[config.mk]
export PLATFORM = sky130hd
export DESIGN_NAME = nco_phase_accumulator
export DESIGN_NICKNAME = d
export VERILOG_FILES = /design/src/rtl/nco_pkg.sv /design/src/rtl/nco_ftw_shadow.sv /design/src/rtl/nco_phase_accumulator.sv
export SDC_FILE = /design/constraint.sdc
export NUM_CORES = 1
export LEC_CHECK = 0
export CORE_UTILIZATION = 40
export DETAILED_ROUTE_END_ITERATION = 8
export SLEW_MARGIN = 10
export SYNTH_ARGS = -nofsm -noshare
export SYNTH_HDL_FRONTEND = slang
export SYNTH_SLANG_ARGS = --single-unit
[constraint.sdc]
create_clock -name clk -period 5.1 [get_ports clk]
set_input_delay 0.51 -clock clk [delete_from_list [all_inputs] [get_ports clk]]
set_output_delay 0.51 -clock clk [all_outputs]
set_load 0.03 [all_outputs]
[src/rtl/nco_pkg.sv]
// nco_pkg: constants shared by the NCO phase chain
package nco_pkg;
    localparam int PHASE_W = 32;
    localparam int QUANT_W = 4;
endpackage

[src/rtl/nco_ftw_shadow.sv]
// nco_ftw_shadow: single-entry tuning-word shadow with valid/ready capture and enable-timed promotion
module nco_ftw_shadow
    import nco_pkg::*;
#(
    parameter int W = PHASE_W
) (
    input  logic         clk,
    input  logic         rst_n,
    input  logic [W-1:0] ftw_in,
    input  logic         ftw_valid,
    input  logic         en,
    output logic         ftw_ready,
    output logic [W-1:0] ftw_active
);
    logic         pending_q, pending_d;
    logic [W-1:0] shadow_q, shadow_d;
    logic [W-1:0] active_q, active_d;
    logic         accept, promote;

    assign ftw_ready  = !pending_q;
    assign ftw_active = active_q;

    // accept only while empty; promote to active on the first enabled edge, which still increments with the old word
    always_comb begin
        accept    = !pending_q && ftw_valid;
        promote   = pending_q && en;
        pending_d = accept || (pending_q && !en);
        shadow_d  = accept ? ftw_in : shadow_q;
        active_d  = promote ? shadow_q : active_q;
    end

    // handshake state; reset drops any word still waiting
    always_ff @(posedge clk or negedge rst_n) begin
        if (!rst_n) begin
            pending_q <= 1'b0;
            shadow_q  <= '0;
            active_q  <= '0;
        end else begin
            pending_q <= pending_d;
            shadow_q  <= shadow_d;
            active_q  <= active_d;
        end
    end
endmodule

[src/rtl/nco_phase_accumulator.sv]
// nco_phase_accumulator: phase accumulator with handshaked tuning word, phase offset and registered phase/wrap output
module nco_phase_accumulator #(
    parameter int PHASE_W = nco_pkg::PHASE_W
) (
    input  logic               clk,
    input  logic               rst_n,
    input  logic               en,
    input  logic [PHASE_W-1:0] ftw_in,
    input  logic               ftw_valid,
    output logic               ftw_ready,
    input  logic [PHASE_W-1:0] pow_in,
    input  logic               pow_load,
    input  logic               phase_clr,
    output logic [PHASE_W-1:0] phase_out,
    output logic               phase_valid,
    output logic               wrap
);
    logic [PHASE_W-1:0] ftw_active;
    logic [PHASE_W:0]   sum;
    logic [PHASE_W-1:0] acc_q, acc_d;
    logic               carry_q, carry_d;
    logic [PHASE_W-1:0] pow_q, pow_d;
    logic [PHASE_W-1:0] phase_q, phase_d;
    logic               wrap_q, en_q, valid_q;

    nco_ftw_shadow #(.W(PHASE_W)) u_shadow (
        .clk        (clk),
        .rst_n      (rst_n),
        .ftw_in     (ftw_in),
        .ftw_valid  (ftw_valid),
        .en         (en),
        .ftw_ready  (ftw_ready),
        .ftw_active (ftw_active)
    );

    assign phase_out   = phase_q;
    assign phase_valid = valid_q;
    assign wrap        = wrap_q;

    // clear beats enable and kills the carry; carry is only raised by a real increment
    always_comb begin
        sum     = {1'b0, acc_q} + {1'b0, ftw_active};
        acc_d   = phase_clr ? '0 : (en ? sum[PHASE_W-1:0] : acc_q);
        carry_d = !phase_clr && en && sum[PHASE_W];
        pow_d   = pow_load ? pow_in : pow_q;
        phase_d = acc_q + pow_q;
    end

    // accumulator stage then output stage; en is delayed twice to stay aligned with phase_out
    always_ff @(posedge clk or negedge rst_n) begin
        if (!rst_n) begin
            acc_q   <= '0;
            carry_q <= 1'b0;
            pow_q   <= '0;
            phase_q <= '0;
            wrap_q  <= 1'b0;
            en_q    <= 1'b0;
            valid_q <= 1'b0;
        end else begin
            acc_q   <= acc_d;
            carry_q <= carry_d;
            pow_q   <= pow_d;
            phase_q <= phase_d;
            wrap_q  <= carry_q;
            en_q    <= en;
            valid_q <= en_q;
        end
    end
endmodule

== Word-level counts from Yosys, hierarchy flattened ==
Cells that the tools add are included.
Operators by class
  add/sub/neg operators: 2
  multiply operators: 0
  div/mod/pow operators: 0
  magnitude comparators: 0
  equal/unequal tests: 0
  shifts and indexed selects: 0
  muxes and demuxes: 2
  bitwise gates (word level): 0
  reduce and logical (&&, ||, !) cells: 10
Operator list (count)
  $mux 32: 2
  $add 32x32->33: 1
  $add 32x32->32: 1
  $logic_and 1x1->1: 5
  $logic_not 1->1: 3
  $reduce_bool 2->1: 1
  $logic_or 1x1->1: 1
Word-level totals
  bits in registers: 165
  bits in latches: 0
  bits in writable memories: 0
  bits in read-only memories: 0
  input bits: 70
  output and inout bits: 35
  logic and storage cells: 24
  memories kept: 0

== Logic depth before layout (Yosys ltp) ==
  word-level depth: 3
  gate-level depth with buffers: 11
  depth with buffers taken out: 11

== Cells and area by module ==
From an unflattened synthesis, not the netlist that was laid out.
Unflattened totals
  cells, all modules: 774
  area total of the unflattened synthesis: 8874.8 um2
Modules (own cells, without submodules)
  nco_phase_accumulator: times used 1, cells an instance 634, area an instance 6452.4 um2, seq. area each 2502.4 um2
  nco_ftw_shadow: times used 1, cells an instance 140, area an instance 2422.3 um2, seq. area each 1626.6 um2

== Worst setup path before layout ==
OpenSTA, ideal clock, no wires.
  path type: reg-to-reg
  start point: reg acc_q[0]
  end point: reg phase_q[28], in the netlist phase_out[28]
  library setup time: 0.080 ns
  data arrival time: 2.489 ns
  required time: 5.020 ns
  path slack: 2.532 ns
  cell stages (with the launch flop): 11
  buffers on the path: 0
  clock period less this slack: 2.568 ns
  cells stage by stage: dfrtp_1 > ha_1 > fa_1 > a211oi_1 > o21ai_0 > a211oi_1 > o211ai_2 > nand3_1 > o31ai_1 > o41ai_1 > xnor2_1
Between the ends
  cells in the longest elaborated chain, start to end: 1
RTL lines
  start, declared: RTL line nco_phase_accumulator.sv:20  | logic [PHASE_W-1:0] acc_q, acc_d;
  start signal, assigned: RTL line nco_phase_accumulator.sv:52  | acc_q <= '0;
  start signal, assigned: RTL line nco_phase_accumulator.sv:60  | acc_q <= acc_d;
  $add 32x32->32: RTL line nco_phase_accumulator.sv:46  | phase_d = acc_q + pow_q;
  named net phase_d[28]: RTL line nco_phase_accumulator.sv:23  | logic [PHASE_W-1:0] phase_q, phase_d;
  end signal, assigned: RTL line nco_phase_accumulator.sv:63  | phase_q <= phase_d;
  end, declared: RTL line nco_phase_accumulator.sv:23
The timed path passes the listed nets, and every way through them passes these cells.
A chain may end at the register's enable or synchronous reset.

== Final worst setup path ==
Ends and elaborated chain as after synthesis.

==> results.json <==
{
  "slew_violations": 0,
  "async_flop_share_pct": 100,
  "p_int_mw": 4.16,
  "ios": 105,
  "post-route-period-util_pct": 59.9,
  "antenna_found_initial": 0,
  "ctsHtreeMaxLevel": 4,
  "netlist_area_mm2": 0.00882,
  "multi_input_area_mm2": 0.00454,
  "start_util_pct": 41.4,
  "grtUsageTotal_pct": 17.8,
  "grt_pass1_wl_mm": 31.2,
  "switchingPower_mw": 2.66,
  "fillers": 1873,
  "fin_skew_ps": 14.3,
  "cts-root-buf": "clkbuf_16",
  "clock_latency_ps": 430,
  "cp-end-kind": "flop",
  "grt_max_degree": 64,
  "grt_pass1_vias": 6004,
  "drc": 0,
  "nets": 1025,
  "cts_buffer_depth": 2,
  "period_needed_ps": 3050,
  "tns_ps": 0,
  "power_frac_seq_pct": 30.4,
  "syn_nets": 918,
  "yosysTopAreaCell": "dfrtp_1",
  "cts_tree": "built",
  "placed_area_mm2": 0.0102,
  "peakVddDrop_mv": 0.224,
  "vias_per_cell": 5.27,
  "fin_area_mm2": 0.0108,
  "swShare_pct": 39.0,
  "layout_commonest_cell": "dfrtp_1",
  "ant_nets": 0,
  "synth.avg_cell_area_um2": 11.3,
  "critPathLaunchType": "flop",
  "dieWidth_um": 150,
  "drt_iter0_drc": 255,
  "p_leak_nw": 4.86,
  "cts_buffers": 17,
  "tightest_slew_ps": 822,
  "hold_violations": 0,
  "hold_slack_ps": 51.3,
  "synth-seq-cells": 165,
  "maxCapViolations": 0,
  "hp-class": "input port to asynchronous set/reset pin",
  "syn_to_final_growth_pct": 23.0,
  "crit_fanout": 3,
  "combPwrFrac_pct": 48.5,
  "antenna-diode-count": 0,
  "clockPowerShare_pct": 21.1,
  "synthCells": 783,
  "yosys-top-cells-area": "dfrtp_1 47%, mux2_2 12%, ha_1 8.9%",
  "clk_pin_slew_ps": 60,
  "grt.overflow.total": 0,
  "outcome": "complete, no violations",
  "yosysSeqAreaShare_pct": 46.8,
  "seqCellArea_mm2": 0.00413,
  "cellPowerDensity_mw_per_mm2": 629,
  "core_mm2": 0.0213,
  "yosys_warnings": 0,
  "ys_types": 55,
  "drive_above_1_share_pct": 16.8,
  "setup_viol": 0,
  "die_area_mm2": 0.0226,
  "cp.arrival_ps": 3410,
  "synth_edf_count": 0,
  "clkSinkCount": 165,
  "required_ps": 5460,
  "rsz0062_at_grt": "no",
  "gp_congestion": 0.861,
  "crit_type": "flop to flop",
  "die_h_um": 150,
  "row_count": 53,
  "wirelength_mm": 18.8,
  "max_freq_mhz": 328,
  "timing.slew.headroom_pct": 45.2,
  "finalPower_mw": 6.82,
  "dp_hpwl_mm": 14.0,
  "cts_hold_buf": 0,
  "via_count": 6211,
  "detail_route.wl_per_cell_um": 16.0,
  "final_cell_mix": "165 x dfrtp_1, 103 x clkdlybuf4s50_1, 97 x mux2_2, 63 x ha_1, 61 x a21oi_1",
  "first_pass_iters": 5,
  "post_cts_resized": 0,
  "synthFlopType": "dfrtp_1",
  "cts_setup_buffers": 0,
  "numPortBuffers": 104,
  "yosysTopAreaCellShare_pct": 46.8
}
routing by layer:
layer / routed length (µm) / global-route usage (%) / part of all wire (%) / vias to the layer above
met3: 678 / 3.39 / 3.6 / 19
met4: 240 / 5.15 / 1.3 / 0
met1: 10000 / 27.1 / 53 / 2980
met5: 0 / 0 / 0 / -
met2: 7870 / 25.4 / 42 / 112
li1: - / - / - / 3100
power by group through the flow:
stage,logic (mW),registers (mW),clock network (mW)
2_1_floorplan,2.24,2.23,0
5_1_grt,3.67,2.13,1.53
6_report,3.30,2.07,1.44
3_5_place_dp,3.27,2.09,0
3_3_place_gp,3.25,2.09,0
4_1_cts,3.30,2.07,1.47
metrics by stage:
stage / utilization (%) / instances / setup WS, ps
after floorplan: - / 783 / 2530
after global placement: 47.8 / 1146 / 2080
after detailed placement: 47.8 / 1146 / 2070
after CTS: 50.9 / 1178 / 2020
after global routing: 50.9 / 1178 / 1750
final: 50.9 / 1178 / 2050
cell usage after synthesis (3+ instances only):
cell type and instances:
nand2b_1 9, nor2_1 58, clkbuf_1 12, o21bai_1 7, a211o_1 4, dfrtp_1 165, o21ai_0 32, a221o_1 4
xor2_1 18, nor3b_1 3, o2111ai_1 3, nor4_1 3, a21oi_1 61, nand3b_1 3, nor2b_1 3, buf_1 11
ha_1 63, nor3_1 11, a31oi_1 5, and3_1 4, a211oi_1 13, nand4_1 6, o211ai_1 6, a21boi_0 3
mux2_2 97, mux2i_1 12, nand3_1 12, nand2_1 36, xnor2_1 30, inv_1 18, o21a_1 9, a21o_1 29
path summary, 6_finish.rpt:
path / startpoint / to / slack, ps / cells past startpoint
setup / recovery: acc_q[0] / phase_out[28] / 2050 / 10
hold / removal: rst_n / u_shadow.shadow_q[4] / 50 / 1
setup reg to reg: acc_q[0] / phase_out[28] / 2050 / 10
hold reg to reg: carry_q / wrap / 350 / 0
max in group asynchronous: rst_n / u_shadow.shadow_q[1] / 3860 / 2
min in group clk: carry_q / wrap / 350 / 0
final cells by class:
class,count,area share (%)
clock buffer,23,4.68
clock inverter,9,1.51
inverter,18,0.623
multi-input combinational,577,41.8
sequential,165,38.1
tap,275,3.17
timing repair buffer,111,10.1
cells by family after synthesis:
| family | after synthesis | synth area share, % |
|---|---|---|
| AOI/OAI and AO/OA | 201 | 15.5 |
| DFF | 165 | 46.8 |
| and+or+nand+nor | 154 | 8.05 |
| muxes | 109 | 13.8 |
| adders and majority gates | 65 | 9.39 |
| xor gates and xnor gates | 48 | 4.77 |
| buffers and inverters | 41 | 1.75 |
registers in the layout, summed over array words and instances (netlist names):
name	count
phase_valid	1
u_shadow.ftw_active	32
wrap	1
pow_q	32
phase_out	32
u_shadow.shadow_q	32
u_shadow.pending_q	1
acc_q	32
en_q	1
carry_q	1
critical path, cell delays in order, from the launching register on:
cell	delay, ps
dfrtp_1	400
ha_1	240
fa_1	430
a211oi_1	330
o21ai_0	200
a211oi_1	470
o211ai_2	180
nand3_1	140
o31ai_1	100
o41ai_1	330
xnor2_1	160
Power figures use the tool's default switching activity.
